**src/rtl/golden_nonce_tx_queue_if.sv**
```systemverilog
// golden_nonce_tx_queue_if
//  Groups the push side (from the hasher control unit) and the byte-transmit side (to async_tx)
//  of the golden nonce queue.
//  Signals:
//   push        1   one-cycle strobe, golden nonce valid this cycle
//   push_nonce  32  golden nonce, sampled when push=1
//   tx_busy     1   async_tx busy flag
//   tx_start    1   one-cycle strobe to async_tx
//   tx_data     8   byte to transmit, valid while tx_start=1
//  Modports:
//   master  environment side (control unit + async_tx): drives push/push_nonce/tx_busy
//   slave   queue side: drives tx_start/tx_data
interface golden_nonce_tx_queue_if;
    logic        push;
    logic [31:0] push_nonce;
    logic        tx_busy;
    logic        tx_start;
    logic [7:0]  tx_data;

    modport master (
        output push,
        output push_nonce,
        output tx_busy,
        input  tx_start,
        input  tx_data
    );

    modport slave (
        input  push,
        input  push_nonce,
        input  tx_busy,
        output tx_start,
        output tx_data
    );
endinterface

```
**src/rtl/golden_nonce_tx_queue.sv**
```systemverilog
// golden_nonce_tx_queue
//  Buffers golden nonces from the hasher control unit in a small circular FIFO and serialises
//  each one into four bytes for the async_tx UART transmitter. Overflowing pushes are dropped
//  and counted (saturating at 255).
//  Parameters:
//   DEPTH_LOG2  log2 of FIFO depth (must be >= 1)
//   MSB_FIRST   0: send nonce byte [7:0] first; 1: send byte [31:24] first
//  Ports:
//   clk         hash_clk, all logic on posedge
//   reset_in    asynchronous active-low reset
//   bus         slave side of golden_nonce_tx_queue_if (push/push_nonce/tx_busy in,
//               tx_start/tx_data out)
//   empty       FIFO holds no nonce
//   full        FIFO holds DEPTH nonces
//   level       FIFO occupancy, 0..DEPTH
//   drop_count  nonces discarded on overflow, saturating
//   sending     transmit FSM not idle
module golden_nonce_tx_queue #(
    parameter int unsigned DEPTH_LOG2 = 2,
    parameter bit          MSB_FIRST  = 1'b0
) (
    input  logic                          clk,
    input  logic                          reset_in,
    golden_nonce_tx_queue_if.slave        bus,
    output logic                          empty,
    output logic                          full,
    output logic [DEPTH_LOG2:0]           level,
    output logic [7:0]                    drop_count,
    output logic                          sending
);

    localparam int unsigned DEPTH = 1 << DEPTH_LOG2;

    typedef enum logic [2:0] {
        StIdle,
        StLoad,
        StStart,
        StAck,
        StWait
    } state_e;

    state_e                state_q;
    logic [31:0]           mem_q [DEPTH];
    logic [DEPTH_LOG2:0]   wr_ptr_q;
    logic [DEPTH_LOG2:0]   rd_ptr_q;
    logic [7:0]            drop_count_q;
    logic [31:0]           sh_q;
    logic [1:0]            byte_cnt_q;
    logic                  tx_start_q;
    logic [7:0]            tx_data_q;
    logic                  sending_q;

    logic                  pop;
    logic                  push_ok;
    logic                  drop;
    logic [31:0]           head;

    function automatic logic [7:0] first_byte(input logic [31:0] w);
        return MSB_FIRST ? w[31:24] : w[7:0];
    endfunction

    // Pointers carry one extra wrap bit so full and empty are distinguishable.
    assign empty = (wr_ptr_q == rd_ptr_q);
    assign full  = (wr_ptr_q[DEPTH_LOG2] != rd_ptr_q[DEPTH_LOG2]) &&
                   (wr_ptr_q[DEPTH_LOG2-1:0] == rd_ptr_q[DEPTH_LOG2-1:0]);
    assign level = wr_ptr_q - rd_ptr_q;

    assign head    = mem_q[rd_ptr_q[DEPTH_LOG2-1:0]];
    assign pop     = (state_q == StLoad);
    // A pop in the same cycle frees the slot, so a push into a full FIFO is still taken.
    assign push_ok = bus.push && (!full || pop);
    assign drop    = bus.push && full && !pop;

    assign bus.tx_start = tx_start_q;
    assign bus.tx_data  = tx_data_q;
    assign drop_count   = drop_count_q;
    assign sending      = sending_q;

    always_ff @(posedge clk or negedge reset_in) begin
        if (!reset_in) begin
            wr_ptr_q     <= '0;
            rd_ptr_q     <= '0;
            drop_count_q <= '0;
        end else begin
            if (push_ok) begin
                wr_ptr_q <= wr_ptr_q + 1'b1;
            end
            if (pop) begin
                rd_ptr_q <= rd_ptr_q + 1'b1;
            end
            if (drop && (drop_count_q != 8'hFF)) begin
                drop_count_q <= drop_count_q + 8'd1;
            end
        end
    end

    // Storage needs no reset; only slots between the pointers are ever read.
    // When full and popping, the write lands on the head slot; the pop still sees the old head.
    always_ff @(posedge clk) begin
        if (push_ok) begin
            mem_q[wr_ptr_q[DEPTH_LOG2-1:0]] <= bus.push_nonce;
        end
    end

    // tx_start/tx_data are registered: they are set on the edge entering StStart, so the
    // strobe is high exactly for the cycle spent in StStart.
    always_ff @(posedge clk or negedge reset_in) begin
        if (!reset_in) begin
            state_q    <= StIdle;
            sh_q       <= '0;
            byte_cnt_q <= '0;
            tx_start_q <= 1'b0;
            tx_data_q  <= '0;
            sending_q  <= 1'b0;
        end else begin
            tx_start_q <= 1'b0;
            unique case (state_q)
                StIdle: begin
                    // Waiting out tx_busy here covers an async_tx still finishing a byte
                    // abandoned by a reset, so no strobe is ever issued while it is busy.
                    if (!empty && !bus.tx_busy) begin
                        state_q   <= StLoad;
                        sending_q <= 1'b1;
                    end
                end
                StLoad: begin
                    sh_q       <= head;
                    byte_cnt_q <= '0;
                    tx_start_q <= 1'b1;
                    tx_data_q  <= first_byte(head);
                    state_q    <= StStart;
                end
                StStart: begin
                    state_q <= StAck;
                end
                StAck: begin
                    // async_tx raises busy this cycle; move the next byte into position.
                    sh_q    <= MSB_FIRST ? {sh_q[23:0], 8'h00} : {8'h00, sh_q[31:8]};
                    state_q <= StWait;
                end
                StWait: begin
                    if (!bus.tx_busy) begin
                        if (byte_cnt_q == 2'd3) begin
                            state_q   <= StIdle;
                            sending_q <= 1'b0;
                        end else begin
                            byte_cnt_q <= byte_cnt_q + 2'd1;
                            tx_start_q <= 1'b1;
                            tx_data_q  <= first_byte(sh_q);
                            state_q    <= StStart;
                        end
                    end
                end
                default: begin
                    state_q   <= StIdle;
                    sending_q <= 1'b0;
                end
            endcase
        end
    end

endmodule

```
**src/flat_wrapper.sv**
```systemverilog
// flat-port wrapper written by rule: the top's interface ports become plain ports
module golden_nonce_tx_queue_flat 
#(
    parameter int unsigned DEPTH_LOG2 = 2,
    parameter bit          MSB_FIRST  = 1'b0
)
  (clk, reset_in, empty, full, level, drop_count, sending, bus_push, bus_push_nonce, bus_tx_busy, bus_tx_start, bus_tx_data);
  golden_nonce_tx_queue_if bus_i ();
  input  logic clk;
  input  logic reset_in;
  output logic empty;
  output logic full;
  output logic [DEPTH_LOG2:0] level;
  output logic [7:0] drop_count;
  output logic sending;
  input wire logic [$bits(bus_i.push)-1:0] bus_push;
  input wire logic [$bits(bus_i.push_nonce)-1:0] bus_push_nonce;
  input wire logic [$bits(bus_i.tx_busy)-1:0] bus_tx_busy;
  output wire logic [$bits(bus_i.tx_start)-1:0] bus_tx_start;
  output wire logic [$bits(bus_i.tx_data)-1:0] bus_tx_data;
  assign bus_i.push = bus_push;
  assign bus_i.push_nonce = bus_push_nonce;
  assign bus_i.tx_busy = bus_tx_busy;
  assign bus_tx_start = bus_i.tx_start;
  assign bus_tx_data = bus_i.tx_data;
  golden_nonce_tx_queue #(.DEPTH_LOG2(DEPTH_LOG2), .MSB_FIRST(MSB_FIRST)) u_core (.clk(clk), .reset_in(reset_in), .bus(bus_i), .empty(empty), .full(full), .level(level), .drop_count(drop_count), .sending(sending));
endmodule
```
**config.mk**
```make
export PLATFORM = sky130hd
export DESIGN_NAME = golden_nonce_tx_queue_flat
export DESIGN_NICKNAME = d
export VERILOG_FILES = /design/src/rtl/golden_nonce_tx_queue_if.sv /design/src/rtl/golden_nonce_tx_queue.sv /design/src/flat_wrapper.sv
export SDC_FILE = /design/constraint.sdc
export NUM_CORES = 1
export LEC_CHECK = 0
export ABC_AREA = 1
export CAP_MARGIN = 0
export CORE_UTILIZATION = 40
export CTS_CLUSTER_SIZE = 14
export DETAILED_ROUTE_END_ITERATION = 6
export GPL_ROUTABILITY_DRIVEN = 0
export PLACE_DENSITY = 0.6
export SLEW_MARGIN = 20
export SYNTH_ARGS = -nofsm -noshare
export SYNTH_HDL_FRONTEND = slang
export SYNTH_SLANG_ARGS = --single-unit
```
**constraint.sdc**
```tcl
create_clock -name clk -period 4.45 [get_ports clk]
set_clock_uncertainty 0.2 [all_clocks]
set_input_delay 0.445 -clock clk [delete_from_list [all_inputs] [get_ports clk]]
set_output_delay 0.445 -clock clk [all_outputs]
set_load 0.005 [all_outputs]
```
==> results of run 1 <==
[layer usage]
layer / wire length [um] / up-vias / GRT usage
li1: - / 2451 / -
met1: 7090 / 2413 / 0.218
met2: 8000 / 93 / 0.292
met3: 595 / 9 / 0.0398
met4: 117 / 0 / 0.0453
met5: 0 / - / 0
[power by group through the flow]
| stage | clock, mW | combinational (mW) | sequential, mW |
|---|---|---|---|
| 2_1_floorplan | 0 | 1.56 | 2.62 |
| 3_5_place_dp | 0 | 2.21 | 2.66 |
| 6_report | 1.58 | 2.19 | 2.63 |
| 3_3_place_gp | 0 | 2.17 | 2.64 |
| 4_1_cts | 1.61 | 2.23 | 2.63 |
| 5_1_grt | 1.69 | 2.50 | 2.67 |
[how the worst max path moves through the flow]
stage / start / end / slack [ns] / depth (start not counted)
floorplan: u_core.rd_ptr_q[1]$_DFFE_PN0P_ / u_core.mem_q[3][0]$_DFFE_PP_ / 1.08 / 8
finish: u_core.rd_ptr_q[1]$_DFFE_PN0P_ / empty / 1.33 / 7
detailed placement: u_core.rd_ptr_q[1]$_DFFE_PN0P_ / u_core.mem_q[3][29]$_DFFE_PP_ / 1.64 / 8
global placement: u_core.rd_ptr_q[1]$_DFFE_PN0P_ / u_core.mem_q[2][29]$_DFFE_PP_ / 1.69 / 8
CTS: u_core.rd_ptr_q[1]$_DFFE_PN0P_ / empty / 1.28 / 7
global route: u_core.rd_ptr_q[1]$_DFFE_PN0P_ / empty / 1.13 / 7
[state kept, by name, summed over array words and instances (netlist names)]
signal and count:
u_core.bus.tx_data 8, u_core.bus.tx_start 1, u_core.byte_cnt_q 2, u_core.drop_count 8
u_core.mem_q 128, u_core.rd_ptr_q 3, u_core.sending 1, u_core.sh_q 32
u_core.state_q 3, u_core.wr_ptr_q 3
[cell usage in the layout (no fill, tap or decap), types with 9 or more instances in the layout]
cell type,n
o21ai_1,17
inv_1,22
o22ai_1,24
ha_1,9
clkdlybuf4s50_1,57
nor2_1,55
edfxtp_1,128
clkbuf_16,17
o21ai_0,46
dfrtp_1,60
nand3_1,49
nand2_1,190
[area by class of cell]
type,instances,area [sq um],share of cell area
Sequential cell,189,5370,0.582
Multi-Input combinational cell,435,2170,0.235
Timing Repair Buffer,66,636,0.0688
Clock buffer,21,460,0.0499
Tap cell,260,325,0.0352
Clock inverter,11,154,0.0167
Inverter,30,116,0.0126
[synthesized netlist by cell type]
master,number,area share
a21oi_1,4,0.0026
buf_2,16,0.010
buf_4,6,0.0058
buf_6,2,0.0029
clkbuf_1,4,0.0019
clkbuf_2,1,0.00064
clkinv_2,1,0.00064
dfrtp_1,61,0.20
edfxtp_1,128,0.49
fa_1,1,0.0026
ha_1,9,0.014
inv_1,22,0.011
inv_2,6,0.0029
inv_4,1,0.00080
nand2_1,190,0.091
nand2_2,3,0.0024
nand2_4,6,0.0086
nand3_1,49,0.031
nand3b_1,1,0.00096
nand4_1,1,0.00080
nand4_4,1,0.0027
nor2_1,59,0.028
nor2_2,2,0.0016
nor2_8,3,0.0077
nor3_1,1,0.00064
o211ai_1,8,0.0077
o211ai_2,2,0.0032
o21ai_0,46,0.029
o21ai_1,17,0.011
o22ai_1,24,0.019
xnor2_1,3,0.0034
xor2_1,4,0.0045
xor2_2,1,0.0021
[cell families after synthesis]
kind of cell / after synthesis
AO/OA/AOI/OAI: 101
flip-flops: 189
AND/OR/NAND/NOR: 316
XOR/XNOR: 8
adder cells (fa/ha/maj): 10
buffers and inverters: 59
[worst max-delay path, stage by stage, from the launching register on]
cell and delay [ns]:
dfrtp_1 0.39, inv_2 0.47, ha_1 0.34, nand2_1 0.18
inv_1 0.08, nand2_1 0.09, inv_1 0.05, clkdlybuf4s50_1 0.44
[stage by stage]
stage,hold WS [ns],total power [mW],util
2_1_floorplan,-0.0506,4.18,-
3_3_place_gp,0.258,4.80,0.455
3_5_place_dp,0.266,4.88,0.455
4_1_cts,0.0104,6.47,0.487
5_1_grt,0.0586,6.85,0.487
6_report,-0.0141,6.39,0.487
==> results by stage, run 1 <==
Outcome:
- The run finished, with violations left.
- The checks that failed: hold timing.

Power and ir drop:
- The switching share of power is 0.356.
- The switching power is 2.28 mW.
- The total power divided by cell area is 693 mW/mm^2.
- The part of the power in combinational logic is 0.343.
- The worst IR drop on VDD is 0.289 mV.
- Of the total power, the clock network draws 0.247.
- The leakage power total is 3.64 nW.
- The internal portion of the total power is 4.11 mW.
- The portion of total power attributed to sequential cells is 0.411.

Die:
- The core region is 0.0190 sq mm.
- The initial utilization of the core area, before any placement, comes to 0.412.
- The floorplan step set the die height to 142 um.
- The area of the die is 0.0201 sq mm.
- The width of the die is 142 um.
- For this design the top-level I/O count stands at 59.
- After floorplanning, the core was divided into 50 placement rows.

Placement:
- Once placement finished, the instance area stood at 0.00862 sq mm.
- The HPWL after detailed placement is 9680 um.
- In this run the tool buffered the top-level ports with 58 buffer cells.
- Prior to clock tree synthesis, the placed netlist has a worst setup slack of 1.64 ns.
- The total placed cells including tap cells is 980.

Drt:
- The post-detailed-route DRC marker count is 0.
- In this run the remaining antenna-violating nets after routing total 0.
- Dividing the detail-routed via count by the number of cells gives 4.91.
- Summed over all layers, the routed wires come to 15800 um.
- The number of iterations in the first detailed-routing pass is 4.
- After detailed routing, the average wire length per cell comes to 15.6 um.
- The detailed router placed 4966 vias in this run.
- The starting DRC count in detailed routing is 300.

Setup path:
- The required time at the worst-slack endpoint is 3.81 ns.
- In this run the register-to-register setup slack is 1.65 ns.
- The endpoint arrival time on the critical path is 2.47 ns.
- The worst setup path is of the flip-flop to output pin kind.
- The endpoint kind of the worst setup timing path is an output pin.
- The peak fanout along the critical path is 35.
- The length in cells of the worst reg-to-reg path is 8.
- STA classifies the critical path startpoint as a flip-flop.
- The reg-to-reg critical path endpoint is u_core.mem_q[0][25]$_DFFE_PP_.
- The launch point of the worst reg-to-reg path is u_core.rd_ptr_q[1]$_DFFE_PN0P_.

Clock tree:
- The number of clock buffers added by TritonCTS is 17.
- The clock tree synthesis step divided the H-tree into 4 levels.
- Clock-pin slew was measured on the worst setup and hold paths at 0.07 ns.
- In this run, post-CTS repair resized a total of 0 instances.
- The number of buffers inserted by hold repair at cts is 0.
- CTS saw 189 sinks.
- TritonCTS built the clock tree.
- The clock reaches the later pin of the worst-skew pair after 0.43 ns.
- The number of buffers on the longest clock path is 2.
- The post-CTS setup repair buffer count is 0.
- The clock tree root driver cell is clkbuf_16.

Timing:
- The setup violation total in the final timing report is 0.
- Based on the critical path, the design can be clocked at up to 0.321 GHz.
- The worst hold slack after final layout is -0.0141 ns.
- Of the available clock period, the critical path in the final layout requires 0.700.
- Setup repair after global routing left no endpoint under its margin.
- The slack of the critical path is 1.33 ns.
- The number of max-slew violations in the final report is 0.
- The slew at the pin closest to its max-slew limit is 0.982 ns.
- Setup total negative slack on the finished layout was measured at 0 ns.
- After layout, the minimum clock period comes to 3.12 ns.
- The headroom to the max-slew limit is 0.345.
- The number of hold violations in the final report was 24.

Final layout:
- The non-filler instance count after layout is 1012.
- Relative to the synthesized area, the layout overhead comes to 18.2%.
- The number of inserted diodes is 0.
- In the final layout, the share of cells above drive strength 1 is 0.0931.
- After routing the design area is 0.00923 sq mm.
- In the final design database the tool counted 785 nets.
- The number of fill cells in the layout is 1681.

Yosys:
- The share of synthesized area occupied by flip-flops and latches is 0.687.
- Synthesis inferred 189 register bits.
- The largest family of logic cells by synthesized area is simple AND/OR/NAND/NOR gates.
- The xor and xnor fraction of the mapped netlist area is 0.00993.
- Of the total synthesized cell area, the portion taken by full adders, half adders and majority gates is 0.0170.
- The Yosys step of the flow raised 0 warnings.
- The mux contribution to synthesized area is 0.
- The post-synthesis share of cell area spent on and, or, nand and nor gates is 0.176.
- The mean instance size in the synthesized netlist is 11.4 sq um.
- The post-synthesis compound-gate area fraction came to 0.0730.
- Counting every instance in the synthesized netlist gives 683.
- The synthesized netlist occupies a cell area of 0.00781 sq mm.
- Counting distinct cell types in the post-synthesis netlist gives 33.
- The number of nets in the synthesized netlist is 729.

GRT:
- The number of global-route vias before repair was 5042.
- After global routing the overflow that remains totals 0.
- The first-pass GRT wire length is 26100 um.
- The pin count of the biggest net entering global routing is 67.
- The total routing resource utilization after global routing is 0.171.
- The number of antenna violations at the first check in global routing is 0.

Min path:
- The worst min-delay path category is primary input to asynchronous set/reset pin.

Run:
- Across the run, the number of max-cap violations was 0.
(Power assumes the default switching activity.)
==> run 2: changes to the inputs <==
PLACE_DENSITY = 0.62   (was 0.6)
clock period = 2.65 ns   (was 4.45 ns; I/O delays follow)
==> results by stage, run 2 (synthesized netlist as in run 1, its figures left out) <==
Drt:
- The number of iterations in the first detailed-routing pass is 5 (+1).
- The detailed-route vias per instance came to 4.92 (+0.21%).
- The final antenna-violating net count was 0 (unchanged).
- The average wire per cell in the routed design is 15.2 um (-2.5%).
- The post-detailed-routing wire length is 15500 um (-2.0%).
- The post-detailed-route DRC marker count was 0 (unchanged).
- The starting DRC count in detailed routing was 305 (+1.7%).
- The overall via count from detail_route was 5001 (+0.70%).

GRT:
- The number of global-route vias before repair is 4842 (-4.0%).
- The first-pass GRT wire length is 25300 um (-3.1%).
- The total routing resource utilization after global routing was 0.165 (-0.00551).
- The number of antenna violations at the first check in global routing came to 0 (unchanged).
- The final global-route overflow total came to 0 (unchanged).
- The pin count of the biggest net entering global routing is 67 (unchanged).

Final layout:
- The share of post-route cells with drive strength above 1 is 0.102 (+0.00863).
- The number of inserted diodes is 0 (unchanged).
- In the layout the commonest cells are 190 x nand2_1, 128 x edfxtp_1, 60 x dfrtp_1.
- The most common cell after layout, fill and taps aside is nand2_1.
- The flip-flop count of the largest register, all copies and words added is 128 (unchanged).
- The area growth from synthesis to layout is 19.5%.
- The final layout net count was 790 (+0.64%).

Die:
- The area of the die was 0.0201 sq mm (unchanged).
- The height of the die came to 142 um (unchanged).
- The number of top-level pins is 59 (unchanged).
- The width of the die is 142 um (unchanged).
- The initial core utilization is 0.412 (unchanged).
- The area of the core is 0.0190 sq mm (unchanged).
- The count of standard-cell rows is 50 (unchanged).

Setup path:
- The worst setup path is launched from a flip-flop.
- The required time at the worst-slack endpoint is 2.18 ns (-1.63 ns).
- The peak fanout along the critical path was 6 (-83%).
- The endpoint kind of the worst setup timing path is an output pin.
- The endpoint arrival time on the critical path is 2.06 ns (-0.41 ns).
- By startpoint and endpoint, the worst setup path is classified as flip-flop to output pin.

Timing:
- The headroom to the max-slew limit is 0.496 (+0.151).
- Based on the critical path, the design can be clocked at up to 0.396 GHz.
- The setup violation total in the final timing report came to 0 (unchanged).
- The number of max-slew violations in the final report is 0 (unchanged).
- The slew at the pin closest to its max-slew limit is 0.755 ns (-0.227 ns).
- The number of hold violations in the final report was 0 (-100%).
- The worst hold slack after final layout was 0.201 ns (+0.215 ns).
- Setup repair after global routing left no endpoint under its margin.
- Of the available clock period, the critical path in the final layout requires 0.952.
- The worst path needs 2.52 ns of the cycle, external delays included.

Outcome:
- The flow ran to the end, and the final reports show no timing, DRC or antenna violations.

Run:
- The number of maximum-capacitance violations is 0 (unchanged).

Clock tree:
- The clock-pin transition on the worst setup and hold timing paths is 0.07 ns (about the same).
- In this run the clock root is driven by a clkbuf_16.
- The clock tree from TritonCTS is yes.
- The count of clock tree sinks is 189 (unchanged).
- The number of buffers on the longest clock path was 2 (unchanged).
- The CTS buffer count is 17 (unchanged).
- The source-to-sink clock delay at the later pin of the worst-skew pair is 0.43 ns (about the same).
- The number of levels the H-tree was split into came to 4 (unchanged).

Power and ir drop:
- The total power divided by cell area is 1150 mW/mm^2 (+66%).
- The worst IR drop on VDD came to 0.502 mV (+73%).
- The leakage power total came to 3.68 nW (+1.1%).
- The overall power consumption is 10.8 mW (+68%).

Min path:
- The tightest min-delay check is of the primary input to asynchronous set/reset pin type.

Placement:
- The count of port buffers added during placement came to 58 (unchanged).
- The half-perimeter wire length of the detailed placement result is 9420 um (-2.7%).
[run 2: path summary, 6_finish.rpt]
| kind | cells after the start | startpoint | slack (ns) | end |
|---|---|---|---|---|
| min in group clk | 1 | bus_push_nonce[31] | 0.25 | u_core.mem_q[2][31]$_DFFE_PP_ |
| max in group asynchronous | 3 | reset_in | 1.42 | u_core.rd_ptr_q[0]$_DFFE_PN0P_ |
| worst max-delay path | 6 | u_core.wr_ptr_q[1]$_DFFE_PN0N_ | 0.13 | empty |
| worst max register to register | 7 | u_core.wr_ptr_q[1]$_DFFE_PN0N_ | 0.45 | u_core.mem_q[0][3]$_DFFE_PP_ |
| worst min register to register | 1 | u_core.state_q[0]$_DFFE_PN0P_ | 0.29 | u_core.state_q[0]$_DFFE_PN0P_ |
| worst min-delay path | 2 | reset_in | 0.20 | u_core.drop_count[6]$_DFFE_PN0P_ |
[run 2: repair_timing]
action | CTS | global route
hold buffers | 1 | 0
gates resized for setup | 1 | 1
buffers inserted | 1 | 0
endpoints found under the hold margin | 27 | 0
endpoints found under the setup margin | 2 | 1
[run 2: critical path, cell delays in order (launching register included)]
cell             delay, ns
dfrtp_1               0.47
ha_1                  0.31
nand2_1               0.13
inv_1                 0.10
nand2_1               0.07
inv_1                 0.05
clkdlybuf4s50_1       0.49
[run 2: power by group]
group	leakage, nW	total [mW]	switching [mW]	internal (mW)
Combinational	1.45	3.83	2.42	1.42
Sequential	1.95	4.39	0.347	4.04
Clock	0.283	2.53	1.19	1.34
[run 2: final cells by class]
class                           count  area [sq um]
Multi-Input combinational cell    435          2170
Tap cell                          260           325
Inverter                           30           116
Fill cell                        1670          9620
Clock inverter                     15           176
Timing Repair Buffer               71           753
Sequential cell                   189          5370
Clock buffer                       17           425
[run 2: metrics by stage]
stage          setup WS (ns)  cells   util  setup TNS (ns)  cell area [sq um]
4_1_cts               0.0339   1017  0.492               0               9340
2_1_floorplan         -0.194    683      -          -24.86               7820
5_1_grt               0.0289   1017  0.493               0               9340
3_5_place_dp           0.348    983  0.460               0               8720
6_report               0.126   1017  0.493               0               9340
3_3_place_gp           0.380    983  0.460               0               8720
[run 2: per-layer routing]
metal | vias up | global-route usage | share of wire | routed length, um
met5 | - | 0 | 0 | 0
met4 | 0 | 0.0509 | 0.010 | 161
met3 | 12 | 0.0388 | 0.037 | 566
met2 | 104 | 0.276 | 0.49 | 7610
met1 | 2419 | 0.213 | 0.46 | 7150
li1 | 2466 | - | - | -
==> RTL change 1 (flow settings as in run 2) <==
Re-encode `state_e` (5 states) as Gray code, 3 bits wide.
--- a/src/rtl/golden_nonce_tx_queue.sv
+++ b/src/rtl/golden_nonce_tx_queue.sv
@@ -33,9 +33,9 @@
 
     typedef enum logic [2:0] {
-        StIdle,
-        StLoad,
-        StStart,
-        StAck,
-        StWait
+        StIdle  = 3'b000,
+        StLoad  = 3'b001,
+        StStart = 3'b011,
+        StAck   = 3'b010,
+        StWait  = 3'b110
     } state_e;
 
Formal check against the unedited RTL: no difference found for any inputs over 10 cycles, from zero or initial values and one cycle with reset_in low; not proved beyond that.
==> RTL change 1 against run 2 <==
- combinational power shrank 5%
- sequential power shrank 2%
- critical path depth shrank 1
- maximum frequency grew 0.83%
- setup slack gained 0.021 ns
- routed wire length grew 3.5%
- design area grew 0.16%
- highest routed layer unchanged
- sequential cell count is the same
- synthesized area grew 1.3%
- clock power is essentially flat
- total power shrank 2.7%
==> RTL change 1: results <==
[synthesis]
yosys-top-cells-area = "edfxtp_1, dfrtp_1, nand2_1, o21ai_0, nand3_1"
synth.net_count = 731
synth.top_cells.by_count = "nand2_1, edfxtp_1, dfrtp_1"
yosys.cell_types.count = 35
syn_area_per_cell_um2 = 11.6
seq_area_frac_synth_pct = 67.8

[final_layout]
largest_reg_flops = 128
nets = 791
fillers = 1753
stdcell_count = 1023
antennaDiodeCount = 0
drive_above_1_share_pct = 11.9

[drt]
vias = 5074
wl_met2_um = 7880
wl_um = 16000
wl_met3_um = 659
m1WireLength_um = 7370
drtPass1Iterations = 6
drt_iter0_drc = 318

[grt]
grtUsageTotal_pct = 17.3
grt_pass1_wl_um = 26700
grt_pass1_vias = 5185

[critical_path]
reg2reg_slack_ns = 0.53
cpMaxStageDelayCell = "clkdlybuf4s50_1"
crit_fanout = 4
arrival_ns = 2.04

[power]
p_leak_nw = 3.74
peakVddDrop_v = 0.000442

[status]
outcome = "finished clean"

[sta]
timing.hold.ws_ns = 0.0966
slew_headroom_pct = 54.5

[clocking]
cts-buffers-inserted = 17

[place]
dp_hpwl_um = 9640
place_inst = 989

[hold_path]
hold_path_class = "input pin to asynchronous set/reset pin"
RTL change 1: cell families after synthesis:
group,Yosys count,synth area share (%)
AND/OR/NAND/NOR,320,17.4
flip-flops,189,67.8
AO/OA/AOI/OAI,94,7.76
buffers and inverters,64,4.43
adder cells (fa/ha/maj),10,1.68
XOR/XNOR,8,0.885
RTL change 1: what timing repair did:
item,CTS,global route
hold buffers,1,0
endpoints found under the setup margin,1,1
gates resized for setup,1,1
buffers inserted,1,0
cloned,0,0
endpoints found under the hold margin,19,0
RTL change 1: metal layers:
metal	track usage (%)	vias up
li1	-	2470
met5	0	-
met2	28.7	110
met4	4.07	0
met1	23.1	2480
met3	3.89	14
RTL change 1: per-stage QoR:
stage / utilization [%] / setup WS (ns) / area [µm²]
2_1_floorplan: - / -0.107 / 7930
3_3_place_gp: 45.0 / 0.428 / 8750
3_5_place_dp: 45.0 / 0.396 / 8750
4_1_cts: 48.0 / 0.0357 / 9350
5_1_grt: 48.1 / 0.0126 / 9350
6_report: 48.1 / 0.147 / 9350
RTL change 1: where the power goes:
part | internal, mW | switching [mW] | total, mW
registers | 3.98 | 0.326 | 4.31
clock network | 1.41 | 1.11 | 2.52
logic | 1.31 | 2.33 | 3.64
total | 6.70 | 3.77 | 10.5
RTL change 1: final timing paths:
check	cells past startpoint	end	startpoint
min reg2reg	2	u_core.bus.tx_data[4]$_DFFE_PN0P_	u_core.bus.tx_data[4]$_DFFE_PN0P_
max reg2reg	7	u_core.mem_q[0][4]$_DFFE_PP_	u_core.wr_ptr_q[1]$_DFFE_PN0N_
max	5	level[1]	u_core.wr_ptr_q[0]$_DFFE_PN0N_
min in group clk	1	u_core.mem_q[1][24]$_DFFE_PP_	bus_push_nonce[24]
min	2	u_core.state_q[1]$_DFFE_PN0P_	reset_in
max in group asynchronous	3	u_core.sh_q[30]$_DFFE_PN0P_	reset_in
RTL change 1: area by class of cell:
type                            count  area (µm²)  area share (%)
Clock buffer                       18         429            4.59
Timing Repair Buffer               71         728            7.79
Inverter                           34         133            1.42
Clock inverter                     14         154            1.65
Tap cell                          265         332            3.55
Sequential cell                   189        5370            57.4
Multi-Input combinational cell    432        2210            23.6
==> RTL change 2 (flow settings as in run 2) <==
Without the edit above. `MSB_FIRST` is set to 1'b0 in 2 places; all go to 1'b1.
--- a/src/rtl/golden_nonce_tx_queue.sv
+++ b/src/rtl/golden_nonce_tx_queue.sv
@@ -18,5 +18,5 @@
 module golden_nonce_tx_queue #(
     parameter int unsigned DEPTH_LOG2 = 2,
-    parameter bit          MSB_FIRST  = 1'b0
+    parameter bit          MSB_FIRST  = 1'b1
 ) (
     input  logic                          clk,
--- a/src/flat_wrapper.sv
+++ b/src/flat_wrapper.sv
@@ -3,5 +3,5 @@
 #(
     parameter int unsigned DEPTH_LOG2 = 2,
-    parameter bit          MSB_FIRST  = 1'b0
+    parameter bit          MSB_FIRST  = 1'b1
 )
   (clk, reset_in, empty, full, level, drop_count, sending, bus_push, bus_push_nonce, bus_tx_busy, bus_tx_start, bus_tx_data);
Behaviour: not the same (a bounded check fails within 4 cycles, from zero or initial values and one cycle with reset_in low).
==> RTL change 2 against run 2 <==
- core utilization up 0.17 points
- sequential cell count did not move
- total power grew 1.8%
- routed wire length is 3.2% higher
- synthesized area rose by 0.85%
- clock power is 3% higher
- count of clock-buffer cells in the layout is 3 higher
- setup slack improved by 0.0028 ns
- design area rose by 0.67%
==> RTL change 2: results <==
[synthesis]
yosys-top-cells-area = "edfxtp_1, dfrtp_1, nand2_1, nand3_1, o21ai_0"
seq_area_frac_synth_pct = 68.1
synth_ff_type = "edfxtp_1"
synth.top_cells.by_count = "nand2_1, edfxtp_1, dfrtp_1"
synth.net_count = 732
yosys.cell_types.count = 34
syn_inst = 686

[grt]
grt_pass1_wl_um = 26000
grtUsageTotal_pct = 16.9
grt_max_degree = 66
grt_pass1_vias = 5022

[place]
post-place-ws_ns = 0.364
dp_hpwl_um = 9610
placed_cell_area_um2 = 8770
place_inst = 986

[final_layout]
buffer_area_share_pct = 7.92
drive_above_1_share_pct = 11.4
multi_input_area_share_pct = 23.7
clockBufferCount = 20
buffers = 72
fillers = 1712
syn_to_final_growth_pct = 19.3
nets = 794
seqCellArea_um2 = 5370
num-nonclk-inverters = 33
clock_tree_area_fraction_pct = 6.44

[sta]
slew_headroom_pct = 51.4
period_needed_ns = 2.52

[clocking]
cts_hold_buf = 1
clock-sinks = 189
post_cts_resized = 2
path_clk_slew_ns = 0.07

[critical_path]
crit_fanout = 3

[drt]
drt_iter0_drc = 322
drtPass1Iterations = 4
via_per_inst = 5.02
wl_per_cell_um = 15.7
wl_um = 16000

[hold_path]
hold_path_class = "input pin to asynchronous set/reset pin"

[power]
p_leak_nw = 3.71
peakVddDrop_v = 0.000518

[status]
outcome = "finished clean"

[floorplanning]
dieArea_um2 = 20300
[RTL change 2: power breakdown]
group	internal (mW)	switching, mW	total, mW
combinational	1.44	2.50	3.93
sequential	4.05	0.358	4.41
clock	1.52	1.09	2.61
[RTL change 2: path summary, 6_finish.rpt]
| kind | start | slack (ns) | end | cells past startpoint |
|---|---|---|---|---|
| max in group asynchronous | reset_in | 1.39 | u_core.sh_q[17]$_DFFE_PN0P_ | 3 |
| worst max register to register | u_core.rd_ptr_q[0]$_DFFE_PN0P_ | 0.57 | u_core.mem_q[1][29]$_DFFE_PP_ | 7 |
| worst min register to register | u_core.sending$_DFFE_PN0P_ | 0.27 | u_core.sending$_DFFE_PN0P_ | 2 |
| worst max-delay path | u_core.wr_ptr_q[0]$_DFFE_PN0N_ | 0.13 | level[1] | 5 |
| worst min-delay path | reset_in | 0.23 | u_core.drop_count[4]$_DFFE_PN0P_ | 2 |
| min in group clk | bus_push_nonce[10] | 0.27 | u_core.mem_q[3][10]$_DFFE_PP_ | 1 |
[RTL change 2: cells by family (layout without fill, tap and decap cells)]
family	after synthesis	in the layout	share of synthesized area, %
buf+inv	62	137	3.80
flops	189	189	68.1
simple gates	322	322	18.1
xor+xnor	8	8	0.889
compound gates	95	95	7.38
fa+ha+maj	10	10	1.68
[RTL change 2: layer usage]
layer | GRT usage (%) | vias to the layer above | wire length (µm) | part of all wire [%]
met5 | 0 | - | 0 | 0
li1 | - | 2471 | - | -
met1 | 21.6 | 2504 | 7150 | 45
met3 | 3.90 | 13 | 741 | 4.6
met2 | 28.4 | 134 | 7930 | 50
met4 | 5.26 | 0 | 165 | 1.0
[RTL change 2: per-stage QoR]
step                      total power, mW  setup TNS, ns
after floorplan                      7.10         -37.58
after global placement               8.26              0
after detailed placement             8.40              0
after CTS                            11.0              0
after global routing                 11.7              0
final                                11.0              0
